## src/rtl/if_fetch_queue.sv

```systemverilog
// Decoupled RV32I fetch front end: credit-limited sequential imem requests,
// in-order response capture into a circular fetch queue, redirect flushing.
module if_fetch_queue #(
  parameter logic [31:0] RESET_ADDR      = 32'h0000_0000,
  parameter int          FQ_DEPTH        = 4,
  parameter int          MAX_OUTSTANDING = 2
) (
  input  logic                          i_clk,
  input  logic                          i_rst_n,
  input  logic                          i_redirect,
  input  logic [31:0]                   i_redirect_target,
  output logic                          o_imem_req_valid,
  output logic [31:0]                   o_imem_req_addr,
  input  logic                          i_imem_req_ready,
  input  logic                          i_imem_resp_valid,
  input  logic [31:0]                   i_imem_resp_rdata,
  output logic                          o_inst_valid,
  output logic [31:0]                   o_inst,
  output logic [31:0]                   o_fetch_pc,
  output logic [31:0]                   o_pc_plus_4,
  input  logic                          i_id_ready,
  output logic [$clog2(FQ_DEPTH+1)-1:0] o_fq_count
);

  localparam int CW = $clog2(FQ_DEPTH + 1);
  localparam int PW = $clog2(FQ_DEPTH);
  localparam int IW = $clog2(MAX_OUTSTANDING + 1);
  localparam int SW = $clog2(FQ_DEPTH + MAX_OUTSTANDING + 1);
  localparam logic [31:0] NOP = 32'h0000_0013;

  logic [31:0]   r_pc;
  logic [31:0]   r_respPc;
  logic [IW-1:0] r_inflight;
  logic [IW-1:0] r_dropCnt;
  logic [CW-1:0] r_count;
  logic [PW-1:0] r_rdPtr;
  logic [PW-1:0] r_wrPtr;
  logic [31:0]   r_qPc   [FQ_DEPTH];
  logic [31:0]   r_qInst [FQ_DEPTH];

  logic [IW-1:0] w_live;
  logic [SW-1:0] w_occupied;
  logic [IW-1:0] w_inflightNext;
  logic          w_reqValid;
  logic          w_accept;
  logic          w_headValid;
  logic          w_drop;
  logic          w_push;
  logic          w_pop;

  // A request is only issued if the queue can hold its word plus every live response.
  assign w_live         = r_inflight - r_dropCnt;
  assign w_occupied     = SW'(r_count) + SW'(w_live);
  assign w_reqValid     = i_rst_n && !i_redirect
                          && (r_inflight < IW'(MAX_OUTSTANDING))
                          && (w_occupied < SW'(FQ_DEPTH));
  assign w_accept       = w_reqValid && i_imem_req_ready;
  assign w_headValid    = (r_count != '0);
  assign w_drop         = i_imem_resp_valid && (i_redirect || (r_dropCnt != '0));
  assign w_push         = i_imem_resp_valid && !w_drop;
  assign w_pop          = w_headValid && i_id_ready && !i_redirect;
  assign w_inflightNext = r_inflight + IW'(w_accept) - IW'(i_imem_resp_valid);

  always_ff @(posedge i_clk or negedge i_rst_n) begin
    if (!i_rst_n) begin
      r_pc       <= RESET_ADDR;
      r_respPc   <= RESET_ADDR;
      r_inflight <= '0;
      r_dropCnt  <= '0;
      r_count    <= '0;
      r_rdPtr    <= '0;
      r_wrPtr    <= '0;
    end else if (i_redirect) begin
      // Everything still in flight after this cycle belongs to the old path.
      r_pc       <= i_redirect_target;
      r_respPc   <= i_redirect_target;
      r_inflight <= w_inflightNext;
      r_dropCnt  <= w_inflightNext;
      r_count    <= '0;
      r_rdPtr    <= '0;
      r_wrPtr    <= '0;
    end else begin
      if (w_accept) r_pc <= r_pc + 32'd4;
      r_inflight <= w_inflightNext;
      if (i_imem_resp_valid && (r_dropCnt != '0)) r_dropCnt <= r_dropCnt - IW'(1);
      if (w_push) begin
        r_respPc <= r_respPc + 32'd4;
        r_wrPtr  <= r_wrPtr + PW'(1);
      end
      if (w_pop) r_rdPtr <= r_rdPtr + PW'(1);
      r_count <= r_count + CW'(w_push) - CW'(w_pop);
    end
  end

  always_ff @(posedge i_clk) begin
    if (w_push) begin
      r_qPc[r_wrPtr]   <= r_respPc;
      r_qInst[r_wrPtr] <= i_imem_resp_rdata;
    end
  end

  assign o_imem_req_valid = w_reqValid;
  assign o_imem_req_addr  = r_pc;
  assign o_inst_valid     = w_headValid;
  assign o_inst           = w_headValid ? r_qInst[r_rdPtr] : NOP;
  assign o_fetch_pc       = w_headValid ? r_qPc[r_rdPtr] : 32'd0;
  assign o_pc_plus_4      = o_fetch_pc + 32'd4;
  assign o_fq_count       = r_count;

  // Protocol violations by the memory side or a broken credit computation.
  assert property (@(posedge i_clk) disable iff (!i_rst_n)
    i_imem_resp_valid |-> (r_inflight != '0));
  assert property (@(posedge i_clk) disable iff (!i_rst_n)
    w_push |-> (r_count < CW'(FQ_DEPTH)));
  assert property (@(posedge i_clk) disable iff (!i_rst_n)
    r_dropCnt <= r_inflight);

endmodule
```

## config.mk

```make
export PLATFORM = sky130hd
export DESIGN_NAME = if_fetch_queue
export DESIGN_NICKNAME = d
export VERILOG_FILES = /design/src/rtl/if_fetch_queue.sv
export SDC_FILE = /design/constraint.sdc
export NUM_CORES = 1
export LEC_CHECK = 0
export ABC_AREA = 1
export BUFFER_PORTS_ARGS = -buffer_cell sky130_fd_sc_hd__buf_2
export CORE_MARGIN = 3
export CORE_UTILIZATION = 45
export DETAILED_ROUTE_END_ITERATION = 10
export HOLD_SLACK_MARGIN = 0.08
export SLEW_MARGIN = 20
export SYNTH_ARGS = -nofsm -noshare
export SYNTH_HDL_FRONTEND = slang
export SYNTH_SLANG_ARGS = --single-unit
export TNS_END_PERCENT = 50
```

## constraint.sdc

```tcl
create_clock -name i_clk -period 5.28 [get_ports i_clk]
set_input_delay 0.528 -clock i_clk [delete_from_list [all_inputs] [get_ports i_clk]]
set_output_delay 0.528 -clock i_clk [all_outputs]
set_load 0.02 [all_outputs]
```

==> results.md, run 1 <==
* Hold buffer count at CTS at 0
* Post-Synth Simple-Gate Area at 25.0%
* Congestion Overflow GR at 0
* Number of global-route vias before repair at 11977
* Routed vias at 12426
* GPL Wtd Cong at 0.973
* Clk sinks at 331
* # rows at 68
* Wire per inst at 17.5 microns
* Total of max-cap violations at 0
* Routed Wire Length at 42.2 mm
* Ant. Diodes at 0
* HP Class: primary input to flip-flop
* Syn. warnings at 0
* # setup viols final at 0
* Core ar. at 0.0348 sq mm
* R2r worst-path depth at 14
* P_int at 5.27 mW
* Switching part of the total at 39.0%
* Chip width at 195 microns
* Crit. End Element: output port
* Min Tclk post-route at 4.17 ns
* DP Area at 0.0175 sq mm
* R2R setup slack at 1.92 ns
* Setup Skew at 0.0194 ns
* Max Slew Vio Count at 0
* Drt initial violations at 913
* CTS root buf: clkbuf_16
* Post-route cell area at 0.0185 sq mm
* Post-place setup slack at 1.62 ns
* CP Data Arrival Time at 3.64 ns
* DRC viols at 0
* Final setup margin at 1.11 ns
* Port bufs at 202
* Leakage at 7.80 nW
* Worst slew pin tran at 1.02 ns
* Final worst-path cycle share at 79.0%
* Postcts setup bufs at 0
* Post-DRT Antenna Nets at 0
* Skew-Pair Late Insertion Delay at 0.51 ns
* Reg power frac at 38.5%
* Combinational Power Share at 34.5%
* Fmax at 240 MHz
* # nets final at 2017
* Mapped Avg Cell Area at 9.19 sq um
* XOR/XNOR Fraction of Synth Area at 2.35%
* Share of the synthesized area in the top cell type at 47.9%
* Status: completed
* First-pass GRT wire length at 66.4 mm
* Yosys cell types at 37
* Setup TNS at 0 ns
* Mapped cell area at 0.0160 sq mm
* Yosys reg bits at 331
* Net count after synthesis at 1829
* Ratio of cells with drive above 1 in the final layout at 16.6%
* Synth Area in Adders at 1.22%
* Clock transition at path regs at 0.06 ns
* Post-DP HPWL at 28.0 mm
* Sequential-to-total area share from yosys stat at 59.6%
* Avg Vias per Cell at 5.15
* Largest net degree at the start of global routing at 93
* Die ar. at 0.0379 sq mm
* Crit path max fanout at 45
* WHS Path Cells at 1
* CP startpoint kind: flip-flop
* CTS HTree Levels at 2
* Die Span Y at 195 microns
* Layout area overhead at 15.7%
* Post-synthesis cell count at 1744
* Utilization after layout at 53.3%
* Sw Pwr at 3.37 mW
* RSZ-0062 raised after global routing: false
* CTS Buf Count at 36
* Slew margin rel. at 31.9%
* CTS resizes at 0
* Drt pass-1 iters at 6
* IO Count at 203
* Largest area contributor in the netlist: edfxtp_1
* Compound-Gate Fraction of Synth Area at 6.05%
* Total GRT Usage at 21.9%
* Synth top area cells: edfxtp_1 48%, dfrtp_1 12%, nand2_1 11%
* Power per cell area at 465 mW/mm^2
* Clk pwr share at 27.0%
* Required time of the critical path at 4.75 ns
* CTS tree: yes
* Antenna violations before repair at 0
* Setup CP Type: flip-flop to output port
* Clk buf depth at 3
* Starting Density at 46.1%
* Main combinational cell family by area after synthesis: simple AND/OR/NAND/NOR gates
* Final Hold Violating Endpoints at 0
* Maximum VDD drop at 0.251 mV
* Mux share of post-synthesis cell area at 0%
## per-stage QoR
| step | total power [mW] | hold WS [ns] | cells |
|---|---|---|---|
| 4_1_cts | 8.71 | 0.209 | 2411 |
| 6_report | 8.63 | 0.223 | 2411 |
| 5_1_grt | 9.15 | 0.213 | 2411 |
| 3_3_place_gp | 6.35 | 0.459 | 2349 |
| 3_5_place_dp | 6.38 | 0.460 | 2349 |
| 2_1_floorplan | 5.36 | 0.232 | 1744 |
## layout make-up
type,count,area (sq um)
clock buffer,47,983
clock inverter,15,104
fill,3171,16300
inverter,148,557
multi-input combinational,1195,5580
sequential,331,9570
tap,455,569
timing repair buffer,220,1190
## power groups by stage
stage               clock network (mW)  logic (mW)  registers, mW
floorplan                            0        2.05           3.31
global placement                     0        2.98           3.36
detailed placement                   0        3.01           3.37
CTS                               2.38        3.01           3.32
global route                      2.49        3.32           3.35
finish                            2.33        2.98           3.32
## worst max-delay path, stage by stage, from the launching register on
cell,delay [ns]
dfrtp_4,0.69
clkinv_2,0.61
nand2_1,0.20
nand3_1,0.10
a21oi_1,0.22
ha_1,0.36
nand3_2,0.24
nor2_2,0.25
nand2_1,0.09
xor2_1,0.15
buf_2,0.19
## path summary, 6_finish.rpt
kind / from / end
max: r_rdPtr[0] / o_pc_plus_4[18]
min: i_imem_resp_rdata[17] / r_qInst[2][17]
max reg2reg: r_dropCnt[0] / o_imem_req_addr[12]
min reg2reg: o_imem_req_addr[0] / o_imem_req_addr[0]
max in group asynchronous: i_rst_n / r_rdPtr[0]
min in group asynchronous: i_rst_n / o_imem_req_addr[11]
## layout by cell type (no fill, tap or decap), types with 8 or more instances in the layout
cell type,n
a21oi_1,51
buf_2,201
buf_4,16
clkbuf_1,8
clkbuf_16,37
dfrtp_1,73
edfxtp_1,256
ha_1,14
inv_1,136
inv_2,11
nand2_1,475
nand3_1,152
nand4_1,18
nor2_1,257
nor2_2,24
nor3_1,12
o211ai_1,15
o21ai_0,89
xor2_1,36
## registers in the layout, summed over array words and instances, names as in the netlist
| name | cells |
|---|---|
| r_inflight | 2 |
| r_dropCnt | 2 |
| r_rdPtr | 2 |
| o_imem_req_addr | 32 |
| r_wrPtr | 2 |
| o_fq_count | 3 |
| r_qPc | 128 |
| r_respPc | 32 |
| r_qInst | 128 |
## cells in the mapped netlist
cell and n:
nor3_1 12, o311ai_0 5, nor3b_1 1, nand3_1 152, buf_4 9, edfxtp_1 256
nand4_1 18, fa_1 1, nor4_1 3, buf_1 13, clkbuf_1 22, o21ai_1 1
a21oi_1 51, nor2_4 3, nor2_2 24, inv_2 12, a31oi_1 5, nand3b_1 2
o21ai_0 89, o31ai_1 2, or2_2 3, buf_6 6, nor2_1 261, ha_1 14
nand2_1 475, nand3_2 3, o21bai_1 4, o221ai_1 2, buf_2 20, inv_1 136
nand3_4 1, xnor2_1 7, nand2_2 3, o211ai_1 15, dfrtp_1 75, xor2_1 36
a22oi_1 2
## metal layers
metal  global-route usage [%]  up-vias  wire length, microns
met5                        0        -                     0
met4                     5.10        0                   739
met3                     3.14       56                  2640
met2                     35.5      402                 19600
met1                     31.4     5807                 19100
li1                         -     6161                     -
## kinds of logic (layout without fill, tap and decap cells)
group	count (synthesis)	count (layout)
and+or+nand+nor	961	961
buffers and inverters	218	430
adders and majority gates	15	15
xor gates and xnor gates	43	43
DFF	331	331
AOI/OAI and AO/OA	176	176
Note: power is estimated with default switching activity, not from simulation.
==> run 2: changes to the inputs <==
Clock period 5.28 ns to 4.05 ns, I/O delays scaled along.
==> run 2 against run 1 <==
Critical path depth rose by 2. Clock-buffer cell count is 5 lower. Worst hold slack worse by 0.12 ns. Register-to-register slack worse by 0.85 ns. Via count rose by 2.2%.
==> results.md, run 2 (synthesis results as in run 1) <==
* Status: completed
* Crit-path cells: clkinv_2, buf_12, nand2_1, nand3_1, nand2_1, nor2_2, nand2_1, nor2_1, nand2_1, nor2_4, xor2_1, buf_2
* Port bufs at 202 (unchanged)
* Critical path buffers and inverters at 3 (+1)
* Required time of the critical path at 3.64 ns (-1.11 ns)
* Routed Wire Length at 43.1 mm (+2.3%)
* CTS HTree Levels at 2 (unchanged)
* Congestion Overflow GR at 0 (unchanged)
* Most frequent cells in the layout: 475 x nand2_1, 257 x nor2_1, 256 x edfxtp_1
* Final Hold Slack at 0.106 ns (-0.117 ns)
* Routed vias at 12695 (+2.2%)
* Slew margin rel. at 38.5% (+6.7 points)
* Drt pass-1 iters at 5 (-1)
* # rows at 68 (unchanged)
* Total of max-cap violations at 0 (unchanged)
* Leakage at 7.96 nW (+2.0%)
* Chip width at 195 microns (unchanged)
* Post-DP HPWL at 29.3 mm (+4.6%)
* Die ar. at 0.0379 sq mm (unchanged)
* Setup Skew at 0.0177 ns (-0.00167 ns)
* Antenna violations before repair at 0 (unchanged)
* Maximum VDD drop at 0.308 mV (+23%)
* CTS tree: yes
* Delay-heaviest family, CP: simple AND/OR/NAND/NOR gates
* First-pass GRT wire length at 67.5 mm (+1.6%)
* Avg Vias per Cell at 5.23 (+1.4%)
* Crit path max fanout at 69 (+53%)
* CP max stage cell: dfrtp_4
* Skew-Pair Late Insertion Delay at 0.52 ns (about the same)
* GRT Max-Usage Layer: met2
* GPL Wtd Cong at 0.937 (-3.7%)
* Met2 usage in global routing at 35.2% (-0.31 points)
* Total GRT Usage at 22.2% (+0.37 points)
* DP Area at 0.0175 sq mm (+0.43%)
* GR Util met1 at 32.9% (+1.5 points)
* DRC viols at 0 (unchanged)
* Ratio of cells with drive above 1 in the final layout at 17.4% (+0.83 points)
* Post-DRT Antenna Nets at 0 (unchanged)
* Post-route cell area at 0.0188 sq mm (+1.6%)
* Setup CP Type: flip-flop to output port
* CP peak stage delay at 0.62 ns (-0.07 ns)
* RSZ-0062 raised after global routing: false
* # setup viols final at 0 (unchanged)
* Layout area overhead at 17.5%
* Fmax at 266 MHz
* Clock transition at path regs at 0.06 ns (about the same)
* Worst slew pin tran at 0.922 ns (-0.100 ns)
* Largest net degree at the start of global routing at 84 (-9.7%)
* CTS root buf: clkbuf_16
* Met3 Resource Use GR at 2.76% (-0.38 points)
* Core ar. at 0.0348 sq mm (unchanged)
* Starting Density at 46.1% (unchanged)
* CP Data Arrival Time at 3.36 ns (-0.28 ns)
* Finished Layout Cells at 2428 (+0.71%)
* Crit. End Element: output port
* Most frequent CP cell: nand2_1
* # nets final at 2029 (+0.59%)
* Max Slew Vio Count at 0 (unchanged)
* CP startpoint kind: flip-flop
* Clk sinks at 331 (unchanged)
* Number of global-route vias before repair at 11954 (-0.19%)
* Wire per inst at 17.8 microns (+1.5%)
* Power per cell area at 627 mW/mm^2 (+35%)
* Min Tclk post-route at 3.76 ns
* Final Hold Violating Endpoints at 0 (unchanged)
* CTS resizes at 0 (unchanged)
* Placed cells at 2359 (+0.43%)
* Final worst-path cycle share at 92.9%
* HP Class: primary input to flip-flop
* CTS Buf Count at 36 (unchanged)
* IO Count at 203 (unchanged)
* Commonest non-fill, non-tap cell in the layout: nand2_1
* Largest regs: r_qInst: 128 flops, r_qPc: 128 flops
* Clk buf depth at 3 (unchanged)
* Die Span Y at 195 microns (unchanged)
* Drt initial violations at 878 (-3.8%)
==> run 2: changes by cell type in the layout (fill, tap and decap cells not counted), sizes merged <==
cell,before,now
clkinv,12,14
clkbuf,47,42
bufinv,1,8
buf,220,230
dlygate4sd3,0,2
diode,0,1
==> run 2: final cells by class <==
type / instances / area, sq um
diodes: 1 / 2.50
repair buffers: 232 / 1280
fillers: 3171 / 16000
clock inverters: 24 / 329
clock buffers: 42 / 955
flip-flops and latches: 331 / 9570
inverters: 148 / 557
multi-input cells: 1195 / 5580
well taps: 455 / 569
==> run 2: worst paths after layout <==
kind,start,to,slack [ns],depth (start not counted)
hold reg to reg,o_imem_req_addr[1],o_imem_req_addr[1],0.48,2
max in group asynchronous,i_rst_n,r_rdPtr[0],2.62,3
setup reg to reg,o_fq_count[1],o_fq_count[2],1.07,12
setup / recovery,r_rdPtr[0],o_pc_plus_4[15],0.29,12
min in group asynchronous,i_rst_n,o_imem_req_addr[13],0.34,2
hold / removal,i_imem_resp_rdata[28],r_qInst[3][28],0.11,1
==> run 2: report_power, final <==
group / total, mW / switching [mW] / leakage [nW] / internal (mW)
Clock: 3.53 / 1.32 / 0.632 / 2.21
Combinational: 3.97 / 2.85 / 4.10 / 1.12
Sequential: 4.32 / 0.326 / 3.23 / 3.99
Total: 11.8 / 4.50 / 7.96 / 7.32
==> run 2: stage by stage <==
step	setup TNS [ns]	setup slack (ns)	util (%)	total power, mW
floorplan	-94.89	-0.371	-	6.99
global placement	0	0.781	50.4	8.34
detailed placement	0	0.775	50.4	8.37
CTS	0	0.223	54.1	11.9
global route	0	0.00548	54.1	12.5
finish	0	0.289	54.1	11.8
==> run 2: per-layer routing <==
layer | wire length, microns | share of wire (%) | up-vias
met5 | 0 | 0 | -
met4 | 862 | 2.0 | 0
met3 | 2650 | 6.1 | 60
met2 | 19800 | 46 | 398
met1 | 19800 | 46 | 6040
li1 | - | - | 6197
==> run 2: repair_timing <==
| item | CTS | global route |
|---|---|---|
| endpoints found under the hold margin | 27 | 0 |
| hold buffers | 2 | 0 |
| setup buffers | 0 | 0 |
